[src/rtl/mem_stage.sv]
// mem_stage: memory-access stage of the five-stage in-order pipeline (EX -> MEM -> WB).
// Registers the EX_to_MEM bus under the valid/allow_in handshake, merges the
// synchronous data-SRAM read data for loads (with a hold register so load data
// survives WB back-pressure), and drives the MEM_to_WB bus and the ID forwarding bus.
//
// Ports:
//   clk              pipeline clock, all state updates on posedge
//   resetn           asynchronous active-low reset
//   EX_to_MEM_valid  EX holds a valid instruction for MEM
//   EX_to_MEM_bus    {alu_result[31:0], res_from_mem, mem_op[2:0], gr_we, dest[4:0], pc[31:0], inst[31:0]}
//   MEM_allow_in     MEM accepts a new instruction at this edge
//   data_sram_rdata  read data for the request EX issued in the previous cycle
//   WB_allow_in      WB accepts at this edge
//   MEM_to_WB_valid  MEM presents a valid instruction to WB
//   MEM_to_WB_bus    {final_result[31:0], gr_we, dest[4:0], pc[31:0], inst[31:0]}
//   MEM_to_ID_bus    {fwd_we, dest[4:0], final_result[31:0]}
module mem_stage (
    input  logic         clk,
    input  logic         resetn,
    input  logic         EX_to_MEM_valid,
    input  logic [105:0] EX_to_MEM_bus,
    output logic         MEM_allow_in,
    input  logic [31:0]  data_sram_rdata,
    input  logic         WB_allow_in,
    output logic         MEM_to_WB_valid,
    output logic [101:0] MEM_to_WB_bus,
    output logic [37:0]  MEM_to_ID_bus
);

    logic         r_mem_valid;
    logic [105:0] r_bus;
    logic         r_first;
    logic [31:0]  r_rdata_hold;

    logic         w_ready_go;
    logic         w_load_en;
    logic [31:0]  w_alu_result;
    logic         w_res_from_mem;
    logic [2:0]   w_mem_op;
    logic         w_gr_we;
    logic [4:0]   w_dest;
    logic [31:0]  w_pc;
    logic [31:0]  w_inst;
    logic [1:0]   w_off;
    logic [31:0]  w_eff;
    logic [7:0]   w_byte;
    logic [15:0]  w_half;
    logic [31:0]  w_load_data;
    logic [31:0]  w_final_result;

    assign w_ready_go      = 1'b1;
    assign MEM_allow_in    = ~r_mem_valid | (w_ready_go & WB_allow_in);
    assign MEM_to_WB_valid = r_mem_valid & w_ready_go;
    assign w_load_en       = EX_to_MEM_valid & MEM_allow_in;

    always_ff @(posedge clk or negedge resetn) begin
        if (!resetn) begin
            r_mem_valid  <= 1'b0;
            r_bus        <= '0;
            r_first      <= 1'b0;
            r_rdata_hold <= '0;
        end else begin
            if (MEM_allow_in) begin
                r_mem_valid <= EX_to_MEM_valid;
            end
            if (w_load_en) begin
                r_bus <= EX_to_MEM_bus;
            end
            // first marks the single cycle in which the SRAM output belongs to
            // the instruction now in MEM; a back-to-back load sets it again.
            r_first <= w_load_en;
            if (r_first) begin
                r_rdata_hold <= data_sram_rdata;
            end
        end
    end

    assign w_alu_result   = r_bus[105:74];
    assign w_res_from_mem = r_bus[73];
    assign w_mem_op       = r_bus[72:70];
    assign w_gr_we        = r_bus[69];
    assign w_dest         = r_bus[68:64];
    assign w_pc           = r_bus[63:32];
    assign w_inst         = r_bus[31:0];
    assign w_off          = w_alu_result[1:0];

    // Live SRAM data is only valid in the first cycle; afterwards use the copy.
    assign w_eff  = r_first ? data_sram_rdata : r_rdata_hold;
    assign w_half = w_off[1] ? w_eff[31:16] : w_eff[15:0];

    always_comb begin
        w_byte = w_eff[7:0];
        case (w_off)
            2'd0: w_byte = w_eff[7:0];
            2'd1: w_byte = w_eff[15:8];
            2'd2: w_byte = w_eff[23:16];
            2'd3: w_byte = w_eff[31:24];
            default: w_byte = w_eff[7:0];
        endcase
    end

    always_comb begin
        w_load_data = w_eff;
        case (w_mem_op)
            3'b001: w_load_data = {{24{w_byte[7]}}, w_byte};
            3'b011: w_load_data = {24'd0, w_byte};
            3'b010: w_load_data = {{16{w_half[15]}}, w_half};
            3'b100: w_load_data = {16'd0, w_half};
            default: w_load_data = w_eff;
        endcase
    end

    assign w_final_result = w_res_from_mem ? w_load_data : w_alu_result;

    assign MEM_to_WB_bus = {w_final_result, w_gr_we, w_dest, w_pc, w_inst};
    assign MEM_to_ID_bus = {r_mem_valid & w_gr_we, w_dest, w_final_result};

endmodule

[config.mk]
export PLATFORM = sky130hd
export DESIGN_NAME = mem_stage
export DESIGN_NICKNAME = d
export VERILOG_FILES = /design/src/rtl/mem_stage.sv
export SDC_FILE = /design/constraint.sdc
export NUM_CORES = 1
export LEC_CHECK = 0
export BUFFER_PORTS_ARGS = -buffer_cell sky130_fd_sc_hd__clkbuf_2
export CAP_MARGIN = 20
export CORE_MARGIN = 3
export CORE_UTILIZATION = 40
export DETAILED_ROUTE_END_ITERATION = 8
export PLACE_DENSITY = 0.68
export SETUP_SLACK_MARGIN = 0.05
export SYNTH_ARGS = -nofsm -noshare
export SYNTH_HDL_FRONTEND = slang
export SYNTH_SLANG_ARGS = --single-unit
[constraint.sdc]
create_clock -name clk -period 2.1 [get_ports clk]
set_input_delay 0 -clock clk [delete_from_list [all_inputs] [get_ports clk]]
set_output_delay 0 -clock clk [all_outputs]
set_load 0.05 [all_outputs]
[Word-level counts from Yosys, hierarchy flattened]
Index checks and enable logic that the tools add are counted.
W data, S select, Z words.
Cells by class
  equality and inequality tests: 7
  multiplexer cells: 5
  bitwise gates (word level): 4
  reduce and logical (&&, ||, !) cells: 1
Operators by type and width (count)
  $pmux W32 S4: 1
  $mux W32: 2
  $pmux W8 S4: 1
  $mux W16: 1
  $eq A3 B2 Y1 const B: 2
  $eq A2 B2 Y1 const B: 2
  $eq A3 B1 Y1 const B: 1
  $eq A3 B3 Y1 const B: 1
  $and A1 B1 Y1: 2
  $eq A2 B1 Y1 const B: 1
  $logic_not A2 Y1: 1
  $not A1 Y1: 1
  $or A1 B1 Y1: 1
Word-level totals
  register bits: 140
  output and inout bits: 142

[Depth between registers and ports, before layout]
Gate-level depths: netlist of the first run.
  word-level depth: 4
  depth in mapped cells: 7
  gate-level depth less buffers: 4

[Least setup slack after synthesis of the first run]
OpenSTA, ideal clock, no wires.
  path type: register to output
  start: reg r_bus[70]
  end: out MEM_to_WB_bus[78]
  arrival time: 2.575 ns
  data required time: 2.100 ns
  setup slack: -0.475 ns
  stages on the path, launching flop included: 7
  buffers on the path: 2
  cell sequence: dfrtp_1 clkbuf_1 nor2b_1 a21boi_1 nand3_1 a31oi_1 buf_4
Between the ends
  longest elaborated chain between the ends: 3
  elaborated cells between the ends (all ways): 6
Ends and longest elaborated chain
  from (decl): line 31  | logic [105:0] r_bus;
  from (signal assigned): line 67  | r_bus <= EX_to_MEM_bus;
  $eq A3 B3 Y1 (tied with other cells): line 104  | case (w_mem_op)
  $pmux W32 S4 (*): line 104
  $mux W32 (*): line 113  | assign w_final_result = w_res_from_mem ? w_load_data : w_alu_result;
  to (decl): line 26  | output logic [101:0] MEM_to_WB_bus,
Every way passes the cells marked *; elsewhere a longest branch is shown, timed or not.

[Final worst setup path of the first run]
  start: reg r_first
  end: out MEM_to_ID_bus[31]
Between the ends
  longest elaborated chain between the ends: 4
  elaborated cells between the ends (all ways): 5
Ends and longest elaborated chain
  from (decl): line 32  | logic r_first;
  from (signal assigned): line 71  | r_first <= w_load_en;
  $mux W32 (*): line 88  | assign w_eff = r_first ? data_sram_rdata : r_rdata_hold;
  $pmux W8 S4 / $mux W16 (equally long branches): line 93, 89
  $pmux W32 S4 (*): line 104
  $mux W32 (*): line 113
  to (decl): line 27  | output logic [37:0] MEM_to_ID_bus
Marked as above.

==> results.py, run 1 <==
metrics = {
    "power_and_ir_drop": {
        "ir_worst_vdd_v": 0.000646,
        "pwr_density_cell_mw_per_mm2": 1050,
        "combPwrFrac_pct": 47.3,
        "p_switching_mw": 4.98,
        "power.switching_fraction_pct": 41.3,
        "clock_power_share_pct": 24.8,
        "p_int_mw": 7.08,
        "seqPwrFrac_pct": 27.9,
        "leakagePower_nw": 5.17,
        "p_total_mw": 12.1,
    },
    "cts": {
        "cts_root_buffer": "clkbuf_16",
        "cts_tree": "yes",
        "cts_buffer_depth": 2,
        "clk_pin_slew_ps": 60,
        "cts_num_sinks": 140,
        "htreeDepth": 4,
        "cts-buffers-inserted": 17,
        "clk_latency_ps": 410,
    },
    "final_layout": {
        "area_delta_synth_final_pct": 62.0,
        "seqCellArea_mm2": 0.00351,
        "layout_common_cells": "218 x clkbuf_2, 140 x dlygate4sd3_1, 137 x dfrtp_1, 114 x mux2_2, 43 x buf_8",
        "final_common_cell": "clkbuf_2",
        "drive_gt1_share_pct": 57.7,
        "final_util_pct": 66.5,
        "layout.nets": 1082,
        "multi_input_comb_area_mm2": 0.00320,
        "fillCellCount": 1216,
        "final_cells": 1179,
    },
    "yosys": {
        "synth_cells": 595,
        "synth_flop_cell": "dfrtp_1",
        "synth.distinct_cells": 41,
        "synth_edf_count": 0,
        "async_flop_share_pct": 100,
        "synth_area_mm2": 0.00712,
        "ys_warn_count": 0,
        "synth-seq-cells": 140,
        "synth_nets": 737,
        "synth_seq_area_share_pct": 49.2,
        "synth.avg_cell_area_um2": 12.0,
    },
    "place": {
        "dpl.cell_count": 997,
        "dpl.hpwl_mm": 14.1,
        "gp_congestion": 0.864,
        "io_buffers": 283,
    },
    "routing": {
        "vias": 6057,
        "vias_per_cell": 5.14,
        "drc": 0,
        "drtIter0Drc": 298,
        "ant_nets": 0,
        "wl_per_cell_um": 20.1,
        "drt-total-wl_mm": 23.6,
        "dr.pass1.iters": 5,
    },
    "critical_path": {
        "critPathKind": "reg -> out",
        "crit_arrival_ps": 2300,
        "critPathMaxFanout": 7,
        "cp.required_ps": 2100,
        "cp-end-kind": "output pin",
        "crit_path_start_kind": "register",
    },
    "hold_path": {
        "hold_path_class": "in -> reg",
    },
    "timing": {
        "rsz0062_at_grt": "yes",
        "slew_violations": 0,
        "max_freq_mhz": 435,
        "finalWorstSetupSlack_ps": -197,
        "tns_ps": -9190,
        "fin_crit_sh_pct": 109,
        "relSlewSlack_pct": 48.7,
        "min_period_ps": 2300,
        "worstMarginPinSlew_ps": 770,
        "finClkSkew_ps": 6.06,
        "setup_viol": 64,
        "final_hold_viol_count": 0,
    },
    "grt": {
        "gr-total-overflow": 0,
        "grt.total_usage_pct": 23.5,
        "antenna_found_initial": 1,
        "grt_pass1_vias": 6502,
        "grt_max_degree": 141,
        "grt_pass1_wl_mm": 36.2,
    },
    "floorplanning": {
        "initial_utilization_pct": 41.0,
        "dieArea_mm2": 0.0194,
        "dieWidth_um": 139,
        "num_io_pins": 284,
        "coreArea_mm2": 0.0174,
        "fp-row-count": 48,
        "die_h_um": 139,
    },
    "job": {
        "drv_cap": 0,
    },
    "status": {
        "violations": "negative setup slack",
        "status": "finished, violations left",
    },
}
## per-layer routing
layer | wire (um) | vias to the layer above | GRT usage (%)
li1 | - | 2694 | -
met1 | 8850 | 3040 | 27.0
met2 | 12700 | 280 | 42.4
met3 | 1490 | 43 | 6.01
met4 | 619 | 0 | 8.14
met5 | 0 | - | 0
## registers in the layout, summed over array words and instances, names as in the netlist
register / count
r_first: 1
r_rdata_hold: 32
r_bus: 106
MEM_to_WB_valid: 1
## logic make-up after synthesis
| family | after synthesis | share of synthesized area (%) |
|---|---|---|
| buffers and inverters | 166 | 14.9 |
| multiplexers | 141 | 22.7 |
| flip-flops | 140 | 49.2 |
| AO/OA/AOI/OAI | 96 | 9.51 |
| AND/OR/NAND/NOR | 49 | 3.32 |
| XOR/XNOR | 3 | 0.369 |
## repair_timing
action,4_1_cts,5_1_grt
buffers inserted,5,3
hold buffers,140,0
gates cloned,1,0
endpoints found under the setup margin,64,64
resized for setup,148,86
pin swaps,15,18
hold endpoints to repair,278,0
## metrics by stage
| stage | hold slack, ps | cell area [um2] | worst slack, ps |
|---|---|---|---|
| after floorplan | -296 | 7400 | 36.7 |
| after global placement | 177 | 8540 | -91.6 |
| after detailed placement | 178 | 8550 | -135 |
| after CTS | 12.8 | 11300 | -209 |
| after global routing | 24.3 | 11500 | -263 |
| final | 46.9 | 11500 | -197 |
## synthesized netlist by cell type (2+ instances only)
master       n  share of area, %
a21oi_1     11              0.77
a31oi_1     16               1.4
and2_1       2              0.18
buf_2       15               1.1
buf_4      107                11
buf_6        2              0.32
clkbuf_1    18              0.95
dfrtp_1    140                49
inv_1       24               1.3
mux2_2     115                18
mux2i_1     21               3.0
mux4_2       5               1.6
nand2_1     14              0.74
nand2b_1     2              0.18
nand3_1      2              0.14
nor2_1      19               1.0
nor2b_1      3              0.26
o2111ai_1    2              0.25
o211ai_1     7              0.74
o21a_1       2              0.21
o21ai_0     17               1.2
o221ai_1     6              0.74
o22a_1      20               2.5
o22ai_1      4              0.35
o2bb2ai_1    4              0.49
xor2_1       2              0.25
## path summary, 6_finish.rpt
check	startpoint	endpoint	slack, ps	cells after the start
max reg2reg	MEM_to_WB_valid$_DFFE_PN0N_	r_bus[95]$_DFFE_PN0P_	500	4
min	data_sram_rdata[15]	r_rdata_hold[15]$_DFF_PN0_	50	4
max	r_first$_DFF_PN0_	MEM_to_ID_bus[31]	-200	5
min in group asynchronous	resetn	r_rdata_hold[16]$_DFF_PN0_	270	3
max in group asynchronous	resetn	r_rdata_hold[26]$_DFF_PN0_	1240	3
min reg2reg	r_bus[55]$_DFFE_PN0P_	r_bus[55]$_DFFE_PN0P_	500	1
## critical path, stage by stage, from the launching register on
cell,delay [ps]
dfrtp_2,460
mux4_2,520
nand2b_4,200
a31o_4,290
o22a_1,220
clkbuf_8,190
## power groups by stage
stage	sequential (mW)	combinational, mW	clock, mW
2_1_floorplan	3.28	3.84	0
3_3_place_gp	3.35	4.46	0
3_5_place_dp	3.36	4.49	0
4_1_cts	3.33	5.30	3.06
5_1_grt	3.40	5.89	3.20
6_report	3.36	5.70	2.99
## cell type report
| cell class | instances | area share, % |
|---|---|---|
| Antenna cell | 1 | 0.0217 |
| Tap cell | 225 | 2.44 |
| Inverter | 24 | 0.781 |
| Clock buffer | 19 | 3.84 |
| Clock inverter | 13 | 1.24 |
| Sequential cell | 140 | 30.4 |
| Timing Repair Buffer | 467 | 33.6 |
| Multi-Input combinational cell | 290 | 27.7 |
Note: power is estimated with default switching activity, not from simulation.
==> inputs of run 2 (changes only) <==
--- a/config.mk
+++ b/config.mk
@@ -10,8 +10,9 @@
 export CORE_MARGIN = 3
 export CORE_UTILIZATION = 40
 export DETAILED_ROUTE_END_ITERATION = 8
+export GPL_TIMING_DRIVEN = 0
 export PLACE_DENSITY = 0.68
-export SETUP_SLACK_MARGIN = 0.05
+export SETUP_SLACK_MARGIN = 0.5
 export SYNTH_ARGS = -nofsm -noshare
 export SYNTH_HDL_FRONTEND = slang
 export SYNTH_SLANG_ARGS = --single-unit
==> run 2 against run 1 <==
The run ends with negative hold slack, negative setup slack left. Sequential power hardly changed. Global-route usage is 2.8 points higher. Clock power is 5% lower. Sequential cell count stayed put. Design area is 15% higher. Sequential share of layout area is 4.1 points lower. Register-to-register slack better by 100 ps.
==> results.py, run 2 (same netlist as run 1, synthesis figures left out) <==
metrics = {
    "floorplanning": {
        "dieArea_mm2": 0.0194,
        "dieWidth_um": 139,
        "fp-row-count": 48,
        "die_h_um": 139,
        "initial_utilization_pct": 41.0,
        "coreArea_mm2": 0.0174,
        "num_io_pins": 284,
    },
    "timing": {
        "fin_crit_sh_pct": 120,
        "hold_slack_ps": -162,
        "finClkSkew_ps": 8.35,
        "min_period_ps": 2510,
        "final_hold_viol_count": 26,
        "setup_viol": 64,
        "worstMarginPinSlew_ps": 817,
        "slew_violations": 0,
        "relSlewSlack_pct": 45.5,
        "rsz0062_at_grt": "yes",
        "finalWorstSetupSlack_ps": -414,
        "max_freq_mhz": 398,
    },
    "final_layout": {
        "largest_reg_flops": 106,
        "area_delta_synth_final_pct": 86.8,
        "regMostFlops": "r_bus",
        "seqCellArea_mm2": 0.00350,
        "layout_common_cells": "224 x clkbuf_2, 139 x dfrtp_1, 114 x dlygate4sd3_1, 96 x mux2_4, 93 x buf_4",
        "drive_gt1_share_pct": 65.3,
        "layout.nets": 1181,
        "final_common_cell": "clkbuf_2",
        "fillCellCount": 984,
        "reg_top3": "r_bus (106), r_rdata_hold (32)",
        "antenna_cells": 0,
        "multi_input_comb_area_mm2": 0.00371,
    },
    "critical_path": {
        "cp_cell_sequence": "buf_6 > mux4_2 > nand2b_4 > a31o_4 > buf_12 > o22a_4 > buf_6 > clkbuf_16",
        "critPathMaxFanout": 5,
        "cp-end-kind": "output pin",
        "crit_arrival_ps": 2510,
        "cp.required_ps": 2100,
        "critPathSlowestCell": "mux4_2",
        "crit_path_start_kind": "register",
        "worst-path-buf-inv": 4,
        "crit_top_cell": "buf_6",
        "cpPeakStageDelay_ps": 500,
        "critPathKind": "reg -> out",
        "crit_family": "buffers and inverters",
    },
    "routing": {
        "drtIter0Drc": 278,
        "vias": 6258,
        "ant_nets": 0,
        "vias_per_cell": 4.90,
        "wl_per_cell_um": 20.2,
        "dr.pass1.iters": 4,
        "drt-total-wl_mm": 25.7,
        "drc": 0,
    },
    "cts": {
        "clk_pin_slew_ps": 70,
        "cts_buffer_depth": 2,
        "cts_num_sinks": 140,
        "cts-buffers-inserted": 17,
        "cts_tree": "yes",
        "ctsHoldBuffers": 114,
        "htreeDepth": 4,
        "cts_root_buffer": "clkbuf_16",
        "clk_latency_ps": 420,
    },
    "place": {
        "dp_slack_ps": -179,
        "gp_congestion": 0.830,
        "dpl.hpwl_mm": 15.8,
        "io_buffers": 283,
    },
    "hold_path": {
        "hold_path_class": "in -> reg",
    },
    "status": {
        "status": "finished, violations left",
        "violations": "negative hold slack, negative setup slack",
    },
    "grt": {
        "antenna_found_initial": 0,
        "grt_max_degree": 96,
        "grt_pass1_vias": 7230,
        "grt.total_usage_pct": 26.3,
        "gr-total-overflow": 0,
        "grt_pass1_wl_mm": 40.1,
    },
    "power_and_ir_drop": {
        "pwr_density_cell_mw_per_mm2": 993,
        "leakagePower_nw": 6.29,
        "ir_worst_vdd_v": 0.000613,
    },
    "job": {
        "drv_cap": 0,
    },
}
[run 2: cell count changes in the layout (fill, tap and decap cells not counted), moves of 26 or more]
cell	before	now
mux2_2	114	19
mux2_4	1	96
buf_4	33	93
buf_6	13	42
clkbuf_16	17	45
dlygate4sd3_1	140	114
[run 2: what timing repair did]
item                       in CTS  in global routing
hold endpoints to repair      258                 25
gates resized for setup       249                 43
gates cloned                    4                  1
setup buffers                  22                  0
pin swaps                      30                 11
setup endpoints to repair      64                 64
[run 2: worst min-delay path: cells and delay by family]
kind | cells | cell delay, ps
buf+inv | 2 | 150
mux | 1 | 80
[run 2: where the power goes]
part           leakage, nW  internal [mW]  switching (mW)
clock                0.266           1.57            1.28
sequential            1.64           3.09           0.271
combinational         4.38           3.21            3.78
total                 6.29           7.87            5.33
[run 2: per-layer routing]
layer	track usage [%]	share of wire (%)
met1	31.3	39
met2	46.5	52
met3	6.46	6.7
met4	8.60	2.7
met5	0	0
[run 2: layout make-up]
| type | instances | share of cell area (%) |
|---|---|---|
| Inverter | 24 | 0.706 |
| Clock buffer | 19 | 3.33 |
| Buffer | 142 | 10.2 |
| Tap cell | 225 | 2.12 |
| Sequential cell | 140 | 26.4 |
| Timing Repair Buffer | 425 | 28.6 |
| Multi-Input combinational cell | 289 | 27.9 |
| Clock inverter | 13 | 0.828 |
[run 2: final timing paths]
check | start | endpoint | slack, ps | depth (start not counted)
min in group asynchronous | resetn | r_bus[94]$_DFFE_PN0P_ | 80 | 2
min reg2reg | r_bus[8]$_DFFE_PN0P_ | r_bus[8]$_DFFE_PN0P_ | 510 | 1
min | data_sram_rdata[10] | r_rdata_hold[10]$_DFF_PN0_ | -160 | 3
max in group asynchronous | resetn | r_bus[23]$_DFFE_PN0P_ | 1220 | 3
max reg2reg | MEM_to_WB_valid$_DFFE_PN0N_ | r_bus[103]$_DFFE_PN0P_ | 600 | 5
max | r_first$_DFF_PN0_ | MEM_to_WB_bus[90] | -410 | 8
[run 2: through the flow]
stage | TNS [ps] | cell area (um2) | cells | total power [mW] | util (%)
2_1_floorplan | 0 | 8180 | 595 | 7.60 | -
3_3_place_gp | -198110 | 9880 | 1103 | 8.66 | 56.9
3_5_place_dp | -2380 | 9920 | 1104 | 8.70 | 57.1
4_1_cts | -17800 | 13200 | 1276 | 13.0 | 75.9
5_1_grt | -21340 | 13300 | 1277 | 13.7 | 76.6
6_report | -18090 | 13300 | 1277 | 13.2 | 76.6
==> inputs of run 3 (changes only) <==
--- a/config.mk
+++ b/config.mk
@@ -7,11 +7,13 @@
 export LEC_CHECK = 0
 export BUFFER_PORTS_ARGS = -buffer_cell sky130_fd_sc_hd__clkbuf_2
 export CAP_MARGIN = 20
+export CELL_PAD_IN_SITES_DETAIL_PLACEMENT = 0
+export CELL_PAD_IN_SITES_GLOBAL_PLACEMENT = 1
 export CORE_MARGIN = 3
-export CORE_UTILIZATION = 40
+export CORE_UTILIZATION = 37
 export DETAILED_ROUTE_END_ITERATION = 8
 export GPL_TIMING_DRIVEN = 0
-export PLACE_DENSITY = 0.68
+export PLACE_DENSITY_LB_ADDON = 0.1
 export SETUP_SLACK_MARGIN = 0.5
 export SYNTH_ARGS = -nofsm -noshare
 export SYNTH_HDL_FRONTEND = slang
==> run 3 against run 2 <==
The run still ends with negative hold slack, negative setup slack left. Register-to-register slack got worse by 20 ps. Count of clock-buffer cells in the layout fell by 1. Clock power rose by 9.8%. Design area rose by 1.1%. Critical path depth did not move. Critical endpoint is now MEM_to_WB_bus[97]. Largest cell class unchanged. Largest power group unchanged.
==> results.py, run 3 (same netlist as run 1, synthesis figures left out) <==
metrics = {
    "final_layout": {
        "largest_reg_flops": 106,
        "layout.nets": 1179,
        "finish.instance_area_mm2": 0.0134,
        "drive_gt1_share_pct": 65.2,
        "regMostFlops": "r_bus",
        "antenna_cells": 0,
        "layout_common_cells": "223 x clkbuf_2, 138 x dfrtp_1, 113 x dlygate4sd3_1, 95 x mux2_4, 89 x buf_4",
        "final_common_cell": "clkbuf_2",
        "area_delta_synth_final_pct": 88.8,
        "reg_top3": "r_bus (106), r_rdata_hold (32)",
    },
    "power_and_ir_drop": {
        "p_total_mw": 13.5,
        "leakagePower_nw": 6.31,
        "ir_worst_vdd_v": 0.000667,
        "pwr_density_cell_mw_per_mm2": 1000,
    },
    "routing": {
        "vias_per_cell": 4.76,
        "ant_nets": 0,
        "wl_per_cell_um": 18.6,
        "drc": 0,
        "drtIter0Drc": 208,
        "vias": 6237,
        "dr.pass1.iters": 4,
        "drt-total-wl_mm": 24.4,
    },
    "critical_path": {
        "cpPeakStageDelay_ps": 500,
        "crit_arrival_ps": 2500,
        "rrSetupSlack_ps": 580,
        "cp_cell_sequence": "buf_8 > mux4_2 > and2_1 > a31o_4 > buf_12 > o22a_4 > buf_6 > clkbuf_16",
        "cp-end-kind": "output pin",
        "crit_family": "buffers and inverters",
        "crit_path_start_kind": "register",
        "critPathSlowestCell": "mux4_2",
        "worst-path-buf-inv": 4,
        "critPathKind": "reg -> out",
        "critPathMaxFanout": 6,
        "cp.required_ps": 2100,
    },
    "cts": {
        "ctsHoldBuffers": 113,
        "clk_latency_ps": 430,
        "cts_buffer_depth": 2,
        "cts-buffers-inserted": 17,
        "htreeDepth": 4,
        "cts_num_sinks": 140,
        "cts_tree": "yes",
        "cts_root_buffer": "clkbuf_16",
        "clk_pin_slew_ps": 70,
    },
    "floorplanning": {
        "num_io_pins": 284,
        "initial_utilization_pct": 37.8,
        "coreArea_mm2": 0.0188,
        "die_h_um": 145,
        "dieWidth_um": 145,
        "fp-row-count": 50,
        "dieArea_mm2": 0.0209,
    },
    "grt": {
        "gr-total-overflow": 0,
        "antenna_found_initial": 0,
        "grt.total_usage_pct": 23.5,
        "grt_max_degree": 85,
        "grt_pass1_wl_mm": 37.6,
        "grt_pass1_vias": 6846,
    },
    "place": {
        "post_dp_cell_area_mm2": 0.00996,
        "gp_congestion": 0.867,
        "io_buffers": 283,
        "dpl.hpwl_mm": 16.4,
        "dp_slack_ps": -224,
    },
    "timing": {
        "finalWorstSetupSlack_ps": -400,
        "fin_crit_sh_pct": 119,
        "worstMarginPinSlew_ps": 682,
        "final_hold_viol_count": 28,
        "max_freq_mhz": 400,
        "hold_slack_ps": -158,
        "tns_ps": -17520,
        "setup_viol": 64,
        "rsz0062_at_grt": "yes",
        "relSlewSlack_pct": 54.5,
        "slew_violations": 0,
        "finClkSkew_ps": 11.8,
        "min_period_ps": 2500,
    },
    "job": {
        "drv_cap": 0,
    },
    "status": {
        "status": "finished, violations left",
        "violations": "negative hold slack, negative setup slack",
    },
    "hold_path": {
        "hold_path_class": "in -> reg",
    },
}
==> run 3: changes by cell type in the layout (fill, tap and decap cells not counted), moves of 2 or more <==
cell        previous run  this run
buf_16                 4         6
clkinvlp_4             3         6
mux2i_2                4         1
mux2i_4               13        17
buf_8                 25        31
buf_2                  0         3
buf_6                 42        39
clkinv_4               6         1
buf_4                 93        89
clkbuf_8              15         8
bufinv_16              0         3
clkbuf_4               4         6
==> run 3: tightest hold or removal path: cells and delay by family <==
family                 cells  cell delay (ps)
muxes                      1               80
buffers and inverters      2              150
==> run 3: metal layers <==
metal / GRT usage, % / vias to the layer above / routed length [um]
met5: 0 / - / 0
met4: 5.74 / 0 / 257
met3: 5.49 / 19 / 1410
met2: 40.8 / 218 / 12800
met1: 29.7 / 3121 / 9930
li1: - / 2879 / -
==> run 3: timing repair <==
item,CTS,global route
endpoints found under the setup margin,65,64
setup buffers,17,4
pin swaps,31,11
hold endpoints to repair,195,28
cloned,5,0
resized for setup,244,56
==> run 3: worst paths after layout <==
| kind | from | endpoint | depth (start not counted) |
|---|---|---|---|
| worst max-delay path | r_first$_DFF_PN0_ | MEM_to_WB_bus[97] | 8 |
| worst min-delay path | data_sram_rdata[30] | r_rdata_hold[30]$_DFF_PN0_ | 3 |
| max in group asynchronous | resetn | r_first$_DFF_PN0_ | 3 |
| worst min register to register | r_rdata_hold[1]$_DFF_PN0_ | r_rdata_hold[1]$_DFF_PN0_ | 1 |
| min in group asynchronous | resetn | r_rdata_hold[21]$_DFF_PN0_ | 2 |
| worst max register to register | MEM_to_WB_valid$_DFFE_PN0N_ | r_bus[103]$_DFFE_PN0P_ | 5 |
==> run 3: cell type report <==
cell class | instances | area (um2)
fill | 1280 | 5390
buffer | 142 | 1360
timing repair buffer | 423 | 3830
tap | 260 | 325
clock buffer | 18 | 429
sequential | 140 | 3510
clock inverter | 14 | 183
multi-input combinational | 289 | 3710
inverter | 24 | 93.8
==> run 3: metrics by stage <==
| step | cells | utilization, % |
|---|---|---|
| after floorplan | 595 | - |
| after global placement | 1138 | 52.7 |
| after detailed placement | 1139 | 52.9 |
| after CTS | 1306 | 70.6 |
| after global routing | 1310 | 71.4 |
| final | 1310 | 71.4 |
==> run 3: report_power, final <==
group	internal (mW)	switching [mW]
clock network	1.89	1.24
registers	3.09	0.272
logic	3.24	3.73
